$ cat src/rtl/instr_loader_if.sv
// Byte-stream handshake into the instruction loader.
// master = byte source, slave = loader.
interface instr_loader_if;
   logic [7:0] byte_in;
   logic       byte_valid;
   logic       byte_ready;

   modport master (output byte_in, output byte_valid, input  byte_ready);
   modport slave  (input  byte_in, input  byte_valid, output byte_ready);
endinterface

$ cat src/rtl/instr_loader.sv
// Boot-time program loader. Takes a length byte followed by big-endian
// 16-bit words, writes them to instruction memory from address 0 and
// holds the CPU meanwhile. When idle, the CPU fetch address is passed
// straight through to the memory.
module instr_loader #(
   parameter int ADDR_W = 8,
   parameter int DATA_W = 16
) (
   input  logic              clk,
   input  logic              reset,
   input  logic              start,
   instr_loader_if.slave     stream,
   input  logic [ADDR_W-1:0] pc_add,
   output logic [DATA_W-1:0] instruction_in,
   output logic [ADDR_W-1:0] instruction_add,
   output logic              write_enable,
   output logic              cpu_hold,
   output logic              load_done,
   output logic [ADDR_W:0]   words_loaded
);

   // A length byte of 0 stands for a full memory image.
   localparam logic [ADDR_W:0] FULL_LEN = (ADDR_W+1)'(1) << ADDR_W;

   typedef enum logic [2:0] {
      IDLE = 3'd0,
      LEN  = 3'd1,
      HI   = 3'd2,
      LO   = 3'd3,
      WR   = 3'd4,
      DONE = 3'd5
   } state_t;

   state_t            state, state_nxt;
   logic              byte_ready;
   logic              accept;
   logic [ADDR_W-1:0] load_addr;
   logic [ADDR_W:0]   remaining;
   logic [7:0]        hi_byte;

   // State register.
   always_ff @(posedge clk or posedge reset) begin
      if (reset) state <= IDLE;
      else       state <= state_nxt;
   end

   // Next-state and stream ready; the loader only listens in LEN/HI/LO.
   always_comb begin
      state_nxt  = state;
      byte_ready = 1'b0;
      case (state)
         IDLE: if (start) state_nxt = LEN;
         LEN: begin
            byte_ready = 1'b1;
            if (stream.byte_valid) state_nxt = HI;
         end
         HI: begin
            byte_ready = 1'b1;
            if (stream.byte_valid) state_nxt = LO;
         end
         LO: begin
            byte_ready = 1'b1;
            if (stream.byte_valid) state_nxt = WR;
         end
         WR:      state_nxt = (remaining == (ADDR_W+1)'(1)) ? DONE : HI;
         DONE:    state_nxt = IDLE;
         default: state_nxt = IDLE;
      endcase
   end

   assign accept            = byte_ready && stream.byte_valid;
   assign stream.byte_ready = byte_ready;

   // Datapath: length counter, word assembly, write strobe, addressing.
   // write_enable is only set from LO so it is high for exactly the WR
   // cycle, during which load_addr still holds the target address.
   always_ff @(posedge clk or posedge reset) begin
      if (reset) begin
         load_addr      <= '0;
         words_loaded   <= '0;
         remaining      <= '0;
         hi_byte        <= '0;
         instruction_in <= '0;
         write_enable   <= 1'b0;
      end else begin
         write_enable <= 1'b0;
         case (state)
            IDLE: if (start) begin
               load_addr    <= '0;
               words_loaded <= '0;
            end
            LEN: if (accept)
               remaining <= (stream.byte_in == 8'd0) ? FULL_LEN
                                                     : (ADDR_W+1)'(stream.byte_in);
            HI: if (accept) hi_byte <= stream.byte_in;
            LO: if (accept) begin
               instruction_in <= {hi_byte, stream.byte_in};
               write_enable   <= 1'b1;
            end
            WR: begin
               load_addr    <= load_addr + ADDR_W'(1);
               words_loaded <= words_loaded + (ADDR_W+1)'(1);
               remaining    <= remaining - (ADDR_W+1)'(1);
            end
            default: ;
         endcase
      end
   end

   // Status decode and memory address ownership.
   assign cpu_hold        = (state != IDLE);
   assign load_done       = (state == DONE);
   assign instruction_add = cpu_hold ? load_addr : pc_add;

endmodule

$ cat src/flat_wrapper.sv
// flat-port wrapper written by rule: the top's interface ports become plain ports
module instr_loader_flat 
#(
   parameter int ADDR_W = 8,
   parameter int DATA_W = 16
)
  (clk, reset, start, pc_add, instruction_in, instruction_add, write_enable, cpu_hold, load_done, words_loaded, stream_byte_in, stream_byte_valid, stream_byte_ready);
  instr_loader_if stream_i ();
  input  logic clk;
  input  logic reset;
  input  logic start;
  input  logic [ADDR_W-1:0] pc_add;
  output logic [DATA_W-1:0] instruction_in;
  output logic [ADDR_W-1:0] instruction_add;
  output logic write_enable;
  output logic cpu_hold;
  output logic load_done;
  output logic [ADDR_W:0] words_loaded;
  input wire logic [$bits(stream_i.byte_in)-1:0] stream_byte_in;
  input wire logic [$bits(stream_i.byte_valid)-1:0] stream_byte_valid;
  output wire logic [$bits(stream_i.byte_ready)-1:0] stream_byte_ready;
  assign stream_i.byte_in = stream_byte_in;
  assign stream_i.byte_valid = stream_byte_valid;
  assign stream_byte_ready = stream_i.byte_ready;
  instr_loader #(.ADDR_W(ADDR_W), .DATA_W(DATA_W)) u_core (.clk(clk), .reset(reset), .start(start), .stream(stream_i), .pc_add(pc_add), .instruction_in(instruction_in), .instruction_add(instruction_add), .write_enable(write_enable), .cpu_hold(cpu_hold), .load_done(load_done), .words_loaded(words_loaded));
endmodule
$ cat config.mk
export PLATFORM = sky130hd
export DESIGN_NAME = instr_loader_flat
export DESIGN_NICKNAME = d
export VERILOG_FILES = /design/src/rtl/instr_loader_if.sv /design/src/rtl/instr_loader.sv /design/src/flat_wrapper.sv
export SDC_FILE = /design/constraint.sdc
export NUM_CORES = 1
export LEC_CHECK = 0
export ABC_AREA = 1
export CAP_MARGIN = 10
export CELL_PAD_IN_SITES_DETAIL_PLACEMENT = 1
export CELL_PAD_IN_SITES_GLOBAL_PLACEMENT = 2
export CORE_ASPECT_RATIO = 1.25
export CORE_MARGIN = 10
export CORE_UTILIZATION = 36
export CTS_BUF_LIST = sky130_fd_sc_hd__clkbuf_4 sky130_fd_sc_hd__clkbuf_8 sky130_fd_sc_hd__clkbuf_16
export DETAILED_ROUTE_END_ITERATION = 10
export DONT_BUFFER_PORTS = 1
export PLACE_DENSITY = 0.83
export SLEW_MARGIN = 5
export SYNTH_ARGS = -nofsm -noshare
export SYNTH_HDL_FRONTEND = slang
export SYNTH_SLANG_ARGS = --single-unit
export TNS_END_PERCENT = 10
$ cat constraint.sdc
create_clock -name clk -period 2.2 [get_ports clk]
set_clock_uncertainty 0.1 [all_clocks]
set_input_delay 0.33 -clock clk [delete_from_list [all_inputs] [get_ports clk]]
set_output_delay 0.33 -clock clk [all_outputs]
set_load 0.005 [all_outputs]
==> Word level (Yosys, flattened, before mapping) <==
Cells that the tools add are included.
{ "word_totals": {"input_bits": 20, "ff_bits": 54, "out_inout_bits": 37, "elab_cells": 50} }
{ "op_classes": {"muxes": 17, "n_eq_ne": 11, "n_addsub": 3, "n_reduce_logical": 12} }
{ "op_table": {"columns": ["operator", "count"], "rows": [
  ["one-hot mux 9 bit (2 select lines)", 2],
  ["two-way mux 9 bit", 3],
  ["two-way mux 8 bit", 2],
  ["one-hot mux 8 bit (2 select lines)", 1],
  ["two-way mux 3 bit", 5],
  ["one-hot mux 3 bit (5 select lines)", 1],
  ["adder 9 x 1 -> 9 bit (second input constant)", 1],
  ["== test 9 x 1 -> 1 bit (second input constant)", 1],
  ["subtractor 9 x 1 -> 9 bit (second input constant)", 1],
  ["adder 8 x 1 -> 8 bit (second input constant)", 1],
  ["logical NOT 8 bit", 1],
  ["!= test 2 bit (second input constant)", 4],
  ["AND reduction 2 bit", 4],
  ["== test 3 x 2 -> 1 bit (second input constant)", 2],
  ["== test 3 bit (second input constant)", 2],
  ["AND reduction 4 bit", 1],
  ["nonzero test 2 bit", 2],
  ["== test 3 x 1 -> 1 bit (second input constant)", 1],
  ["logical NOT 3 bit", 1],
  ["two-way mux 1 bit", 3],
  ["nonzero test 3 bit", 1],
  ["OR reduction 3 bit", 1],
  ["!= test 2 x 1 -> 1 bit (second input constant)", 1],
  ["logical AND 1 bit", 1]
]} }

==> Longest topological paths before layout <==
{ "logic_depth": {"ltp_word": 6, "depth_mapped": 9, "mapped_depth_nobuf": 9} }

==> Worst setup path after synthesis <==
OpenSTA, ideal clock, no wires.
{ "synth_path": {"path_kind": "register to output", "from": "reg u_core.state[2]", "to": "out instruction_add[6]", "path_slack_ps": 731, "path_stages_with_launch": 6, "required_ps": 1770, "arrival_time_ps": 1039, "path_buffers": 1, "path_cell_list": "dfrtp_1 -> inv_2 -> nand2_2 -> buf_6 -> nor2_1 -> a21oi_1"} }
{ "synth_via": {"elab_chain_cells": 2} }
{ "synth_rtl": {"columns": ["item", "line", "rtl"], "rows": [
  ["start: declaration", "instr_loader.sv:34", "state_t state, state_nxt;"],
  ["start signal: assignment", "instr_loader.sv:44", "else state <= state_nxt;"],
  ["nonzero test 3 bit", "instr_loader.sv:111", "assign cpu_hold = (state != IDLE);"],
  ["named net cpu_hold", "flat_wrapper.sv:16", "output logic cpu_hold;"],
  ["two-way mux 8 bit", "instr_loader.sv:113", "assign instruction_add = cpu_hold ? load_addr : pc_add;"],
  ["end: declaration", "flat_wrapper.sv:14", "output logic [ADDR_W-1:0] instruction_add;"]
]} }
The timed path passes the listed nets, and every way through them passes these cells.

==> Worst setup path after layout <==
{ "layout_path": {"from": "reg u_core.state[2]", "to": "out instruction_add[2]"} }
The elaborated chain is that of the path after synthesis.

==> reports/metrics.yaml <==
status:
  outcome: "finished, final reports clean"
placement:
  post-place-ws_ps: 551.2
  gp_congestion: 0.7641
  hpwl_mm: 5.465
  dpl_cell_area_um2: 2836
  io_buffers: 0
sta:
  max_freq_mhz: 509.8
  rsz0062_at_grt: "no"
  setup_violations: 0
  layout_min_cycle_time_ps: 1962
  setup_tns_ps: 0
  slew_headroom_pct: 66.48
  hold_viol_final: 0
  layout_setup_ws_ps: 238.3
  tightest_slew_ps: 502.1
  fin_crit_sh_pct: 89.17
  finalMaxSlewViolations: 0
clocking:
  htree_levels: 2
  path_clk_slew_ps: 100
  cts_made_buffers: 5
  clockRootBuffer: "clkbuf_8"
  cts_resized: 0
  cts_buffer_depth: 2
  postCtsSetupRepairBufs: 0
  clk_latency_ps: 310
  cts_tree: "done"
  cts.sinks: 54
critical_path:
  max_stage_delay_ps: 530
  start_kind: "flip-flop"
  arrival_ps: 1530
  slowest_stage: "dfrtp_1"
  worstPathRequired_ps: 1770
  endpoint_kind: "output port"
  cp_cell_sequence: "inv_2, nand2_2, nor2_1, a21oi_1"
  worstPathMaxFanout: 17
  path_class: "flip-flop to output port"
global_route:
  grt_pass1_vias: 2397
  grt_util_all_layers_pct: 12.58
  antenna_found_initial: 0
  grt_pass1_wl_mm: 12.32
  grt.overflow.total: 0
  grt_max_degree: 35
logic_synthesis:
  async_flop_share_pct: 100.0
  synth_edf_count: 0
  synth_cells: 342
  synth_area_leaders: "dfrtp_1, nand2_1, inv_1"
  yosysTopAreaCellShare_pct: 48.65
  synth_top_area_cell: "dfrtp_1"
  yosysSeqAreaShare_pct: 48.65
  yosysUniqueCellTypes: 29
  syn_nets: 366
  avgSynthCellArea_um2: 8.122
  netlist_area_um2: 2778
  ys.warnings.count: 0
  synth-main-ff-cell: "dfrtp_1"
  synth_seq_cells: 54
layout:
  drive_above_1_share_pct: 11.63
  fin_nets: 367
  diodes: 0
  final_cell_mix: "nand2_1, dfrtp_1, inv_1, nor2_1, nand3_1"
  layout_commonest_cell: "nand2_1"
  final_area_um2: 2989
  utilization_pct: 40.15
  area_delta_synth_final_pct: 7.613
pwr:
  seqPwrFrac_pct: 43.9
  intPower_mw: 2.167
  swShare_pct: 39.22
  powerDensity_nw_per_um2: 1193
  clkPwrFrac_pct: 23.2
  p_leak_nw: 1.479
  ir_drop_mv: 0.3517
  power_frac_comb_pct: 32.9
  p_switching_mw: 1.398
detailed_routing:
  wire_per_inst_um: 16.43
  via_per_inst: 5.046
  ant_nets: 0
  wl_mm: 7.162
  drc: 0
  dr.pass1.iters: 4
  drt-initial-drc-count: 111
  dr_total_vias: 2200
run:
  max_cap_viol_count: 0
worst_hold_path:
  hp-class: "input pin to flip-flop"
die:
  chipWidth_um: 98.57
  initial_core_util_pct: 37.31
  die_h_um: 118.2
  core_area_um2: 7445
  rows: 35
  io_pins: 57
  die_area_um2: 11650
[worst paths after layout]
path	startpoint	endpoint	slack (ps)	depth (start not counted)
setup / recovery	u_core.state[2]	instruction_add[2]	240	4
hold / removal	stream_byte_in[4]	u_core.remaining[4]	50	2
setup reg to reg	u_core.state[0]	u_core.remaining[7]	550	7
hold reg to reg	u_core.hi_byte[1]	u_core.instruction_in[9]	380	2
max in group asynchronous	reset	u_core.state[0]	1050	3
min in group asynchronous	reset	u_core.instruction_in[12]	390	2
[synthesized netlist by cell type, types with 3 or more instances]
library cell / instances
inv_1: 41
nor2_4: 3
dfrtp_1: 54
ha_1: 4
o21ai_2: 8
nand3_1: 24
nor2_1: 34
buf_6: 5
inv_2: 6
o22ai_1: 5
o21ai_0: 20
nand2_1: 87
nand2_4: 3
a21oi_1: 16
o21ai_1: 8
nand2_2: 6
nor3_1: 3
[sequential cells by signal, summed over array words and instances (netlist names)]
register / cells
u_core.hi_byte: 8
u_core.load_addr: 8
u_core.state: 3
u_core.words_loaded: 9
u_core.remaining: 9
u_core.instruction_in: 16
u_core.write_enable: 1
[layer usage]
metal | wire length, µm | vias up | share of wire [%] | global-route usage, %
met3 | 341 | 6 | 4.8 | 3.147
met2 | 3655 | 33 | 51 | 22.06
li1 | - | 1097 | - | -
met1 | 3076 | 1064 | 43 | 14.59
met5 | 0 | - | 0 | 0
met4 | 89 | 0 | 1.2 | 3.770
[timing repair]
action,CTS,global route
hold endpoints to repair,20,0
setup endpoints to repair,0,0
hold buffers,1,0
[worst max-delay path, delay by kind of cell, from the launching register on]
kind / cells / cell delay (ps)
and+or+nand+nor: 2 / 360
AOI/OAI and AO/OA: 1 / 190
buffers and inverters: 1 / 140
DFF: 1 / 530
[cells by family (layout without fill, tap and decap cells)]
| group | Yosys count | count (layout) | share of synthesized area (%) |
|---|---|---|---|
| and+or+nand+nor | 165 | 165 | 26.76 |
| muxes | 1 | 1 | 0.3604 |
| xor gates and xnor gates | 1 | 1 | 0.3154 |
| AOI/OAI and AO/OA | 61 | 61 | 12.79 |
| buffers and inverters | 56 | 58 | 9.324 |
| DFF | 54 | 54 | 48.65 |
| adders and majority gates | 4 | 4 | 1.802 |
[power groups by stage]
stage / Sequential, mW / Combinational [mW] / Clock, mW
3_5_place_dp: 1.60 / 1.19 / 0
6_report: 1.57 / 1.17 / 0.827
5_1_grt: 1.62 / 1.38 / 0.876
2_1_floorplan: 1.51 / 0.997 / 0
3_3_place_gp: 1.58 / 1.16 / 0
4_1_cts: 1.58 / 1.21 / 0.857
[cell type report]
class / count / area [µm²]
clock buffers: 6 / 82.58
clock inverters: 2 / 60.06
fillers: 925 / 4456
inverters: 48 / 182.7
multi-input cells: 232 / 1167
flip-flops and latches: 54 / 1351
well taps: 92 / 115.1
repair buffers: 2 / 30.03
[metrics by stage]
stage	hold WS (ps)	instances	total power, mW
detailed placement	169.4	427	2.794
global placement	168.8	427	2.739
floorplan	342.2	342	2.506
global route	39.80	436	3.872
CTS	32.67	436	3.642
finish	54.39	436	3.565
No activity file was read; power rests on OpenSTA's default activity.
